<file path="src/rtl/pulp_cluster_package.sv">
// Shared cluster constants and helpers for the peripheral plug combiners.
package pulp_cluster_package;

  // Default depth of the response-routing FIFO in a plug combiner.
  localparam int SPERIPH_MAX_OUTSTANDING = 2;

  // Number of slave plugs merged in front of the event unit.
  localparam int NB_SPERIPH_PLUGS_EU = 2;

  // Width of a plug index; a single plug still needs a 1-bit index.
  function automatic int speriph_idx_width(input int nb_plugs);
    return (nb_plugs > 1) ? $clog2(nb_plugs) : 1;
  endfunction

endpackage

</file>
<file path="src/rtl/cluster_speriph_route_fifo.sv">
// Response-routing FIFO: remembers which plug issued each in-flight request.
module cluster_speriph_route_fifo #(
  parameter int DEPTH      = 2,
  parameter int DATA_WIDTH = 1
) (
  input  logic                          clk_i,
  input  logic                          rst_i,
  input  logic                          push_i,
  input  logic [DATA_WIDTH-1:0]         data_i,
  input  logic                          pop_i,
  output logic [DATA_WIDTH-1:0]         data_o,
  output logic                          empty_o,
  output logic                          full_o,
  output logic [$clog2(DEPTH+1)-1:0]    count_o
);

  localparam int PTR_W = (DEPTH > 1) ? $clog2(DEPTH) : 1;
  localparam int CNT_W = $clog2(DEPTH+1);

  logic [DEPTH-1:0][DATA_WIDTH-1:0] mem_q;
  logic [PTR_W-1:0]                 wr_ptr_q, rd_ptr_q;
  logic [CNT_W-1:0]                 count_q;
  logic                             push_ok, pop_ok;

  function automatic logic [PTR_W-1:0] next_ptr(input logic [PTR_W-1:0] p);
    return (p == PTR_W'(DEPTH-1)) ? '0 : p + 1'b1;
  endfunction

  assign empty_o = (count_q == '0);
  assign full_o  = (count_q == CNT_W'(DEPTH));
  assign push_ok = push_i & ~full_o;
  assign pop_ok  = pop_i & ~empty_o;
  assign data_o  = mem_q[rd_ptr_q];
  assign count_o = count_q;

  // Pointer and occupancy tracking; simultaneous push/pop leaves count unchanged.
  always_ff @(posedge clk_i) begin
    if (rst_i) begin
      wr_ptr_q <= '0;
      rd_ptr_q <= '0;
      count_q  <= '0;
    end else begin
      if (push_ok) wr_ptr_q <= next_ptr(wr_ptr_q);
      if (pop_ok)  rd_ptr_q <= next_ptr(rd_ptr_q);
      count_q <= count_q + CNT_W'(push_ok) - CNT_W'(pop_ok);
    end
  end

  // Storage needs no reset: entries are only read once counted valid.
  always_ff @(posedge clk_i) begin
    if (push_ok) mem_q[wr_ptr_q] <= data_i;
  end

endmodule

</file>
<file path="src/rtl/cluster_speriph_plug_arb.sv">
// Round-robin combiner of NB_PLUGS peripheral slave plugs onto one target,
// with in-order response routing back to the issuing plug.
module cluster_speriph_plug_arb
  import pulp_cluster_package::*;
#(
  parameter int NB_PLUGS        = 2,
  parameter int ID_WIDTH        = 5,
  parameter int MAX_OUTSTANDING = SPERIPH_MAX_OUTSTANDING
) (
  input  logic                               clk_i,
  input  logic                               rst_i,
  input  logic [NB_PLUGS-1:0]                plug_req_i,
  input  logic [NB_PLUGS-1:0][31:0]          plug_add_i,
  input  logic [NB_PLUGS-1:0]                plug_wen_i,
  input  logic [NB_PLUGS-1:0][31:0]          plug_wdata_i,
  input  logic [NB_PLUGS-1:0][3:0]           plug_be_i,
  input  logic [NB_PLUGS-1:0][ID_WIDTH-1:0]  plug_id_i,
  output logic [NB_PLUGS-1:0]                plug_gnt_o,
  output logic [NB_PLUGS-1:0]                plug_r_valid_o,
  output logic                               plug_r_opc_o,
  output logic [ID_WIDTH-1:0]                plug_r_id_o,
  output logic [31:0]                        plug_r_rdata_o,
  output logic                               tgt_req_o,
  output logic [31:0]                        tgt_add_o,
  output logic                               tgt_wen_o,
  output logic [31:0]                        tgt_wdata_o,
  output logic [3:0]                         tgt_be_o,
  output logic [ID_WIDTH-1:0]                tgt_id_o,
  input  logic                               tgt_gnt_i,
  input  logic                               tgt_r_valid_i,
  input  logic                               tgt_r_opc_i,
  input  logic [ID_WIDTH-1:0]                tgt_r_id_i,
  input  logic [31:0]                        tgt_r_rdata_i,
  output logic [$clog2(MAX_OUTSTANDING+1)-1:0] outstanding_o,
  output logic                               err_o
);

  localparam int               IDX_W    = speriph_idx_width(NB_PLUGS);
  localparam logic [IDX_W-1:0] LAST_IDX = IDX_W'(NB_PLUGS-1);

  logic [IDX_W-1:0] rr_ptr_q, arb_idx, sel_idx, lock_idx_q, head_idx;
  logic             lock_q, req_valid, fifo_full, fifo_empty;
  logic             handshake, pop, err_q;

  // Round-robin search starting at the plug after the last granted one.
  always_comb begin : arb_comb
    int               cand;
    logic [IDX_W-1:0] cand_idx;
    logic             found;
    arb_idx  = '0;
    found    = 1'b0;
    cand     = 0;
    cand_idx = '0;
    for (int i = 0; i < NB_PLUGS; i++) begin
      cand = int'(rr_ptr_q) + 1 + i;
      if (cand >= NB_PLUGS) cand = cand - NB_PLUGS;
      cand_idx = IDX_W'(cand);
      if (!found && plug_req_i[cand_idx]) begin
        found   = 1'b1;
        arb_idx = cand_idx;
      end
    end
  end

  // A stalled request keeps its plug so the target sees stable fields.
  assign sel_idx   = lock_q ? lock_idx_q : arb_idx;
  // arb_idx only points at an idle plug when nobody requests at all.
  assign req_valid = plug_req_i[sel_idx];
  // Full blocks on occupancy alone: a same-cycle pop never frees the slot.
  assign tgt_req_o = req_valid & ~fifo_full & ~rst_i;
  assign handshake = tgt_req_o & tgt_gnt_i;
  assign pop       = tgt_r_valid_i & ~fifo_empty & ~rst_i;

  assign tgt_add_o   = plug_add_i[sel_idx];
  assign tgt_wen_o   = plug_wen_i[sel_idx];
  assign tgt_wdata_o = plug_wdata_i[sel_idx];
  assign tgt_be_o    = plug_be_i[sel_idx];
  assign tgt_id_o    = plug_id_i[sel_idx];

  assign plug_r_opc_o   = tgt_r_opc_i;
  assign plug_r_id_o    = tgt_r_id_i;
  assign plug_r_rdata_o = tgt_r_rdata_i;
  assign err_o          = err_q;

  // One-hot grant and response-valid steering.
  always_comb begin
    plug_gnt_o     = '0;
    plug_r_valid_o = '0;
    if (handshake) plug_gnt_o[sel_idx]     = 1'b1;
    if (pop)       plug_r_valid_o[head_idx] = 1'b1;
  end

  // Pointer, lock and sticky orphan-response flag.
  always_ff @(posedge clk_i) begin
    if (rst_i) begin
      rr_ptr_q   <= LAST_IDX;
      lock_q     <= 1'b0;
      lock_idx_q <= '0;
      err_q      <= 1'b0;
    end else begin
      if (handshake && NB_PLUGS > 1) rr_ptr_q <= sel_idx;
      lock_q     <= tgt_req_o & ~tgt_gnt_i;
      lock_idx_q <= sel_idx;
      if (tgt_r_valid_i && fifo_empty) err_q <= 1'b1;
    end
  end

  cluster_speriph_route_fifo #(
    .DEPTH      (MAX_OUTSTANDING),
    .DATA_WIDTH (IDX_W)
  ) i_route_fifo (
    .clk_i   (clk_i),
    .rst_i   (rst_i),
    .push_i  (handshake),
    .data_i  (sel_idx),
    .pop_i   (pop),
    .data_o  (head_idx),
    .empty_o (fifo_empty),
    .full_o  (fifo_full),
    .count_o (outstanding_o)
  );

endmodule

</file>
<file path="config.mk">
export PLATFORM = sky130hd
export DESIGN_NAME = cluster_speriph_plug_arb
export DESIGN_NICKNAME = d
export VERILOG_FILES = /design/src/rtl/pulp_cluster_package.sv /design/src/rtl/cluster_speriph_route_fifo.sv /design/src/rtl/cluster_speriph_plug_arb.sv
export SDC_FILE = /design/constraint.sdc
export NUM_CORES = 1
export LEC_CHECK = 0
export ABC_AREA = 1
export BUFFER_PORTS_ARGS = -buffer_cell sky130_fd_sc_hd__buf_2
export CAP_MARGIN = 20
export CORE_AREA = 2 2 120 122
export DETAILED_ROUTE_END_ITERATION = 6
export DIE_AREA = 0 0 122 124
export PLACE_DENSITY = 0.54
export SYNTH_ARGS = -nofsm -noshare
export SYNTH_HDL_FRONTEND = slang
export SYNTH_SLANG_ARGS = --single-unit
</file>
<file path="constraint.sdc">
create_clock -name clk_i -period 1.5 [get_ports clk_i]
set_input_delay 0.225 -clock clk_i [delete_from_list [all_inputs] [get_ports clk_i]]
set_output_delay 0.225 -clock clk_i [all_outputs]
set_load 0.02 [all_outputs]
</file>
---- Word-level counts from Yosys, hierarchy flattened ----
Index checks and enable logic that the tools add are counted.
storage, ports and cells
  flip-flop bits (word level) ............. 10
  input port bits ......................... 192
  output and inout port bits .............. 120
  word-level logic and storage cells ...... 83
operators by class
  $add $sub $neg .......................... 8
  $lt $le $gt $ge ......................... 11
  equal/unequal tests ..................... 1
  multiplexer cells ....................... 35
  bitwise logic cells ..................... 12
  reduce and logical (&&, ||, !) cells .... 7
operators with widths
  operator               number
  $mux W32               4
  $mux W1                21
  $lt A1 B2 Y1 const B   6
  $mux W5                2
  $and A1 B1 Y1          8
  $mux W4                2
  $logic_and A1 B1 Y1    5
  $mux W2                2
  $not A1 Y1             4
  $add A2 B1 Y3 const B  1
  $demux W1 S1           3
  $ge A1 B1 Y1 const B   3
  $ge A3 B2 Y1 const B   1
  $add A1 B1 Y1 const B  2
  $add A1 B1 Y2 const B  1
  $add A2 B1 Y2          1
  $bwmux W2              1
  $eq A2 B2 Y1 const B   1
  $ge A2 B2 Y1 const B   1
  $logic_not A2 Y1       1
  $sub A1 B1 Y1 const B  2
  $sub A2 B1 Y2          1
  $logic_not A1 Y1       1

---- Logic depth before layout (Yosys ltp) ----
Gate-level depths: netlist of the first run.
  word-level depth ........................ 18
  mapped depth ............................ 8
  mapped depth without buffers ............ 8

---- Modules after synthesis ----
From an unflattened synthesis of the first run, not the netlist that was laid out.
unflattened totals
  cell total of the unflattened synthesis .. 352
  area total of the unflattened synthesis .. 1761.7 sq um
by module, submodules not included
  module                      times used  cells an instance  area each (sq um)  seq. area each (sq um)
  cluster_speriph_plug_arb    1           312                1460.2             80.1
  cluster_speriph_route_fifo  1           40                 301.5              140.1

---- Worst setup path before layout of the first run ----
OpenSTA, ideal clock, no wires.
  path type ............................... register -> register
  from .................................... reg i_route_fifo.count_q[1] (netlist: i_route_fifo.count_o[1])
  to ...................................... reg i_route_fifo.count_q[1] (netlist: i_route_fifo.count_o[1])
  setup time .............................. 0.113 ns
  arrival time ............................ 1.336 ns
  required time ........................... 1.387 ns
  path slack .............................. 0.051 ns
  stages on the path, launching flop included .. 8
  buffers on the path ..................... 0
  period minus slack after synthesis ...... 1.449 ns
  cells stage by stage .................... dfxtp_1 > o21ai_0 > nor2_1 > ha_1 > inv_1 > nand4_1 > nor2_1 > nor2_1
on the way
  elaborated cells on any way between the ends .. 13
  those cells by class .................... 2 x add/sub; 1 x eq/ne; 9 x bitwise; 1 x reduce/logical
RTL lines
  element                     RTL line                                                          source
  from (decl)                 cluster_speriph_route_fifo.sv:22                                  logic [CNT_W-1:0] count_q;
  from (signal assigned)      cluster_speriph_route_fifo.sv:45                                  count_q <= count_q + CNT_W'(push_ok) - CNT_W'(pop_ok);
  $logic_not A2 Y1 (*)        cluster_speriph_route_fifo.sv:29                                  assign empty_o = (count_q == '0);
  $not A1 Y1 (*)              cluster_speriph_route_fifo.sv:32, cluster_speriph_plug_arb.sv:72
  $and A1 B1 Y1 (2 in a row)  cluster_speriph_plug_arb.sv:72                                    assign pop = tgt_r_valid_i & ~fifo_empty & ~rst_i;
  $and A1 B1 Y1 (*)           cluster_speriph_route_fifo.sv:32                                  assign pop_ok = pop_i & ~empty_o;
  via i_route_fifo.pop_ok     cluster_speriph_route_fifo.sv:23                                  logic push_ok, pop_ok;
  $sub A2 B1 Y2 (*)           cluster_speriph_route_fifo.sv:45
Mark *: on every way through the listed nets, which the timed path passes. The rest lies on a longest branch.
A chain may end at the register's enable or synchronous reset.

---- Worst setup path in the final report of the first run ----
  from .................................... reg rr_ptr_q
  to ...................................... out tgt_add_o[29]
on the way
  word-level cells in the longest chain between the ends .. 12
  elaborated cells on any way between the ends .. 20
  those cells by class .................... 4 x add/sub; 2 x order compare; 12 x mux; 2 x reduce/logical
ends and longest elaborated chain
  element                                                RTL line                         source
  from (decl)                                            cluster_speriph_plug_arb.sv:41   logic [IDX_W-1:0] rr_ptr_q, arb_idx, sel_idx, lock_idx_q, head_idx;
  from (signal assigned)                                 cluster_speriph_plug_arb.sv:101  if (handshake && NB_PLUGS > 1) rr_ptr_q <= sel_idx;
  $add A1 B1 Y2 (*)                                      cluster_speriph_plug_arb.sv:55   cand = int'(rr_ptr_q) + 1 + i;
  branches (longest 7 deep; another with $add A2 B1 Y3)  --
  $mux W1 (*)                                            cluster_speriph_plug_arb.sv:58   if (!found && plug_req_i[cand_idx]) begin
  $mux W1 (*)                                            cluster_speriph_plug_arb.sv:66   assign sel_idx = lock_q ? lock_idx_q : arb_idx;
  $mux W32 (implied by the code) (*) (2 in a row)        cluster_speriph_plug_arb.sv:74   assign tgt_add_o = plug_add_i[sel_idx];
  to (decl)                                              cluster_speriph_plug_arb.sv:24   output logic [31:0] tgt_add_o,
Every way passes the cells marked *. The select of a mux whose other input is x is not followed.

==> results of run 1 <==
state kept, by name, summed over array words and instances, names as in the netlist:
name	count
i_route_fifo.count_o	2
i_route_fifo.mem_q	2
err_o	1
i_route_fifo.rd_ptr_q	1
i_route_fifo.wr_ptr_q	1
lock_idx_q	1
lock_q	1
rr_ptr_q	1
cells in the final DEF (no fill, tap or decap), drive strengths merged:
| cell type | netlist | layout |
|---|---|---|
| xnor2 | 1 | 1 |
| clkbuf | 0 | 10 |
| buf | 54 | 257 |
| nand3 | 4 | 4 |
| inv | 12 | 12 |
| nand4 | 1 | 1 |
| nand2 | 232 | 232 |
| nor2 | 14 | 14 |
| ha | 1 | 1 |
| edfxtp | 2 | 2 |
| a21oi | 5 | 5 |
| o21ai | 4 | 4 |
| or2 | 1 | 1 |
| dfxtp | 8 | 8 |
metrics by stage:
step	setup TNS (ps)	area, um^2	hold slack, ps
2_1_floorplan	0	1710	294
3_3_place_gp	0	2820	450
3_5_place_dp	0	2820	450
4_1_cts	-11030	3580	221
5_1_grt	-16320	4120	221
6_report	-10680	4120	220
cells in the mapped netlist (all sizes together):
library cell / n / share of area (%)
a21oi: 5 / 1.5
buf: 54 / 23
dfxtp: 8 / 9.4
edfxtp: 2 / 3.5
ha: 1 / 0.73
inv: 12 / 2.6
nand2: 232 / 51
nand3: 4 / 1.8
nand4: 1 / 0.37
nor2: 14 / 3.5
o21ai: 4 / 1.2
or2: 1 / 0.37
xnor2: 1 / 0.51
power by group through the flow:
stage	combinational, mW	sequential, mW	clock, mW
after global routing	2.03	0.320	0.544
after CTS	1.62	0.313	0.529
after floorplan	0.821	0.324	0
after global placement	1.20	0.313	0
final	1.89	0.317	0.521
after detailed placement	1.20	0.313	0
area by class of cell:
cell class / instances / area (um^2) / area share [%]
Tap cell: 180 / 225 / 5.47
Clock buffer: 4 / 88.8 / 2.16
Sequential cell: 10 / 226 / 5.50
Inverter: 12 / 57.6 / 1.40
Multi-Input combinational cell: 263 / 1400 / 34.0
Timing Repair Buffer: 263 / 2120 / 51.5
metal layers:
layer,vias to the layer above,global-route usage [%],share of wire (%)
met5,-,0,0
met4,0,1.44,0.45
met3,8,3.25,10
met2,203,21.9,54
met1,1209,12.1,35
li1,1406,-,-
worst max-delay path, delay by kind of cell (launching register included):
family	cells	cell delay, ps
buffers and inverters	4	490
flip-flops	1	320
AND/OR/NAND/NOR	5	420
cell families (layout without fill, tap and decap cells):
logic type                 after synthesis  after routing
DFF                                     10             10
and+or+nand+nor                        252            252
AOI/OAI and AO/OA                        9              9
buffers and inverters                   66            279
xor gates and xnor gates                 1              1
adders and majority gates                1              1
path summary, 6_finish.rpt:
path                      startpoint                       to  slack (ps)  cells after the start
max                         rr_ptr_q            tgt_add_o[29]        -190                      9
min                        tgt_gnt_i                   lock_q         220                      2
max reg2reg  i_route_fifo.count_o[0]  i_route_fifo.count_o[1]         140                      7
min reg2reg    i_route_fifo.wr_ptr_q    i_route_fifo.wr_ptr_q         470                      2
what timing repair did:
item / in CTS / in global routing
buffers inserted: 5 / 3
pin swaps: 3 / 21
cloned: 7 / 6
endpoints found under the setup margin: 78 / 80
gates resized for setup: 134 / 123
==> flow_metrics.py, run 1 <==
metrics = {
    "clock_network": {
        "clockRootBuffer": "clkbuf_16",
        "htreeDepth": 1,
        "ctsHoldBuffers": 0,
        "cts_made_buffers": 3,
        "clkTransAtPathRegs_ps": 40,
        "cts_sinks": 10,
        "tritoncts": "done",
        "clock_latency_ps": 240,
        "cts_max_path_buffers": 2,
    },
    "timing": {
        "slew_headroom_pct": 85.8,
        "rsz0062_at_grt": "true",
        "hold_violations": 0,
        "finalCriticalPeriod_ps": 1690,
        "fmax_ghz": 0.590,
        "skew_ps": 2.05,
        "tightestPinTransition_ps": 212,
        "post-route-period-util_pct": 113,
        "finalSetupViolCount": 76,
        "setup_slack_ps": -194,
        "finalMaxSlewViolations": 0,
    },
    "place": {
        "dpl.hpwl_mm": 6.49,
        "dp.cells": 708,
        "post-place-ws_ps": 30.7,
        "place_congestion": 0.747,
        "port_buffers": 235,
    },
    "synthesis": {
        "ys_warn_count": 0,
        "synth_seq_cells": 10,
        "synth_cell_types": 20,
        "synthMuxAreaShare_pct": 0,
        "synth_top_family_by_area": "simple AND/OR/NAND/NOR gates",
        "synth_area_per_cell_um2": 5.05,
        "synth_simple_gate_area_share_pct": 57.3,
        "netlist_area_um2": 1710,
        "synth_nets": 532,
        "seq_area_frac_synth_pct": 12.9,
        "netlist_instances": 339,
        "synth-compound-area-share_pct": 2.63,
        "synthAdderAreaFrac_pct": 0.731,
        "synth_xor_area_share_pct": 0.512,
    },
    "drt": {
        "dr_total_vias": 2826,
        "drc_errors": 0,
        "drt_first_pass_iters": 4,
        "wl_per_cell_um": 14.6,
        "antenna_left": 0,
        "drtIter0Drc": 46,
        "wl_mm": 10.7,
        "avgViaCountPerCell": 3.86,
    },
    "pwr": {
        "swShare_pct": 40.5,
        "power_frac_comb_pct": 69.3,
        "leakagePower_nw": 2.34,
        "p_clk_share_pct": 19.1,
        "p_seq_share_pct": 11.6,
        "peakVddDrop_uv": 306,
        "p_per_area_nw_per_um2": 662,
        "p_total_mw": 2.73,
        "switchingPower_mw": 1.11,
        "internal_power_mw": 1.62,
    },
    "run": {
        "cap_violations": 0,
    },
    "final_layout": {
        "n_antenna_cell": 0,
        "fin_nets": 746,
        "num-fill-cells": 1461,
        "fin_cells": 732,
        "layout-drive-gt1-share_pct": 66.1,
        "final_util_pct": 30.0,
        "synthToLayoutAreaGrowth_pct": 141,
    },
    "setup_path": {
        "cp_slowest_cell": "dfxtp_2",
        "slowest_delay_ps": 320,
        "start_kind": "flop",
        "arrival_ps": 1470,
        "required_ps": 1270,
        "crit_path_frequent_cell": "nand2_2",
        "path_max_fanout": 8,
        "worstSetupPathType": "flop to primary output",
        "crit_chain": "nand2_2, nand3_4, nand2_8, inv_12, buf_12, clkbuf_16, nand2_4, nand2_2, buf_6",
        "endpoint_kind": "primary output",
    },
    "global_routing": {
        "grt_remaining_overflow": 0,
        "grt_max_degree": 38,
        "grt_use_total_pct": 11.2,
        "grt_pass1_wl_mm": 12.9,
        "antenna_found_initial": 0,
        "grt_pass1_vias": 2495,
    },
    "floorplanning": {
        "start_util_pct": 12.5,
        "die_w_um": 122,
        "core_area_um2": 13700,
        "ios": 312,
        "dieArea_um2": 15100,
        "row_count": 43,
        "fp.dieH_um": 124,
    },
    "min_path": {
        "holdCritPathClass": "input port to flop",
    },
    "run_status": {
        "violations": "setup timing",
        "status": "finished, violations left",
    },
}
(Power assumes the default switching activity.)
==> inputs of run 2 (changes only) <==
--- a/config.mk
+++ b/config.mk
@@ -15,3 +15,4 @@
 export SYNTH_ARGS = -nofsm -noshare
 export SYNTH_HDL_FRONTEND = slang
 export SYNTH_SLANG_ARGS = --single-unit
+export TNS_END_PERCENT = 20
==> run 2 against run 1 <==
The flow still finishes with violations (setup timing). Count of clock-buffer cells in the layout unchanged. Wire length down 13%. Critical endpoint is now tgt_add_o[9]. Worst hold slack worse by 0.85 ps. Highest routed layer unchanged. Critical path type unchanged. Register-to-register slack about the same. Clock power up 0.8%. Sequential power about the same. Setup slack better by 32 ps. First-iteration DRC count up 43%. Power down 9.9%. Non-clock buffer count down 9.
==> flow_metrics.py, run 2 (synthesis gave the netlist of run 1 again) <==
metrics = {
    "run_status": {
        "status": "finished, violations left",
        "violations": "setup timing",
    },
    "global_routing": {
        "grt_max_degree": 38,
        "antenna_found_initial": 0,
        "grt_use_total_pct": 10.8,
        "grt_remaining_overflow": 0,
        "grt_pass1_vias": 2421,
        "grt_pass1_wl_mm": 12.5,
    },
    "clock_network": {
        "cts_max_path_buffers": 2,
        "ctsHoldBuffers": 0,
        "cts_made_buffers": 3,
        "htreeDepth": 1,
        "tritoncts": "done",
        "clkTransAtPathRegs_ps": 40,
        "clock_latency_ps": 240,
        "clockRootBuffer": "clkbuf_16",
        "cts_sinks": 10,
    },
    "timing": {
        "setup_slack_ps": -162,
        "finalCriticalPeriod_ps": 1660,
        "finalMaxSlewViolations": 0,
        "post-route-period-util_pct": 111,
        "whs_ps": 219,
        "slew_headroom_pct": 85.4,
        "finalSetupViolCount": 77,
        "fmax_ghz": 0.602,
        "tightestPinTransition_ps": 218,
        "skew_ps": 1.56,
        "hold_violations": 0,
        "rsz0062_at_grt": "true",
    },
    "place": {
        "dp.cells": 708,
        "post-place-ws_ps": 30.7,
        "port_buffers": 235,
        "place_area_um2": 2820,
        "place_congestion": 0.747,
        "dpl.hpwl_mm": 6.49,
    },
    "run": {
        "cap_violations": 0,
    },
    "final_layout": {
        "fin_nets": 737,
        "register_area_um2": 225,
        "design_area_um2": 3620,
        "n_antenna_cell": 0,
        "final_util_pct": 26.4,
        "fin_cells": 723,
        "multiInputGateArea_um2": 1160,
        "num-fill-cells": 1511,
        "synthToLayoutAreaGrowth_pct": 112,
        "layout_commonest_cell": "nand2_1",
        "final_cell_mix": "nand2_1, buf_2, buf_6",
        "layout-drive-gt1-share_pct": 54.7,
    },
    "floorplanning": {
        "start_util_pct": 12.5,
        "fp.dieH_um": 124,
        "row_count": 43,
        "dieArea_um2": 15100,
        "core_area_um2": 13700,
        "die_w_um": 122,
        "ios": 312,
    },
    "drt": {
        "drt_first_pass_iters": 4,
        "drtIter0Drc": 66,
        "antenna_left": 0,
        "wl_mm": 9.37,
        "avgViaCountPerCell": 3.75,
        "dr_total_vias": 2709,
        "drc_errors": 0,
        "wl_per_cell_um": 13.0,
    },
    "pwr": {
        "switchingPower_mw": 0.992,
        "p_per_area_nw_per_um2": 679,
        "p_clk_share_pct": 21.4,
        "leakagePower_nw": 2.17,
        "power_frac_comb_pct": 65.8,
        "p_seq_share_pct": 12.8,
        "internal_power_mw": 1.47,
        "swShare_pct": 40.3,
        "peakVddDrop_uv": 315,
    },
    "setup_path": {
        "arrival_ps": 1440,
        "crit_path_frequent_cell": "nand2_1",
        "crit_chain": "inv_2, nand3_4, nand2_8, inv_12, buf_12, buf_16, nand2_1, nand2_1, buf_4",
        "crit-reg2reg-launch": "i_route_fifo.count_o[0]",
        "path_max_fanout": 17,
        "start_kind": "flop",
        "required_ps": 1270,
        "slowest_delay_ps": 320,
        "critPathLaunch": "lock_q",
        "cp_slowest_cell": "dfxtp_2",
        "endpoint_kind": "primary output",
        "worstSetupPathType": "flop to primary output",
    },
    "min_path": {
        "min_from": "tgt_gnt_i",
        "holdCritPathClass": "input port to flop",
    },
}
[run 2: worst paths after layout]
kind	end	slack [ps]	cells past startpoint
min reg2reg	i_route_fifo.wr_ptr_q	460	2
min	lock_q	220	2
max	tgt_add_o[9]	-160	9
max reg2reg	i_route_fifo.count_o[1]	140	7
[run 2: layout make-up]
| type | count | area share, % |
|---|---|---|
| Timing Repair Buffer | 254 | 51.6 |
| Multi-Input combinational cell | 263 | 31.9 |
| Sequential cell | 10 | 6.22 |
| Tap cell | 180 | 6.22 |
| Clock buffer | 4 | 2.45 |
| Inverter | 12 | 1.59 |
[run 2: timing repair]
item / CTS / global route
gates resized for setup: 110 / 50
pin swaps: 2 / 14
setup endpoints to repair: 78 / 79
buffers inserted: 5 / 0
cloned: 6 / 1
[run 2: power by group through the flow]
| stage | Combinational [mW] | Clock [mW] | Sequential (mW) |
|---|---|---|---|
| final | 1.62 | 0.525 | 0.314 |
| after global routing | 1.76 | 0.544 | 0.317 |
| after CTS | 1.56 | 0.529 | 0.313 |
| after detailed placement | 1.20 | 0 | 0.313 |
| after global placement | 1.20 | 0 | 0.313 |
| after floorplan | 0.821 | 0 | 0.324 |
[run 2: per-stage QoR]
step,power [mW],setup TNS (ps)
after floorplan,1.14,0
after global placement,1.51,0
after detailed placement,1.51,0
after CTS,2.40,-9800
after global routing,2.62,-14370
final,2.46,-8240
[run 2: routing by layer]
layer  track usage [%]  up-vias  routed length, um
li1                  -     1387                  -
met1              11.9     1117               3400
met2              20.7      195               4830
met3              3.25       10               1080
met4              1.44        0                 63
met5                 0        -                  0
[run 2: critical path: cells and delay by family (launching register included)]
family	cells	cell delay, ps
buf+inv	5	530
flops	1	320
simple gates	4	340
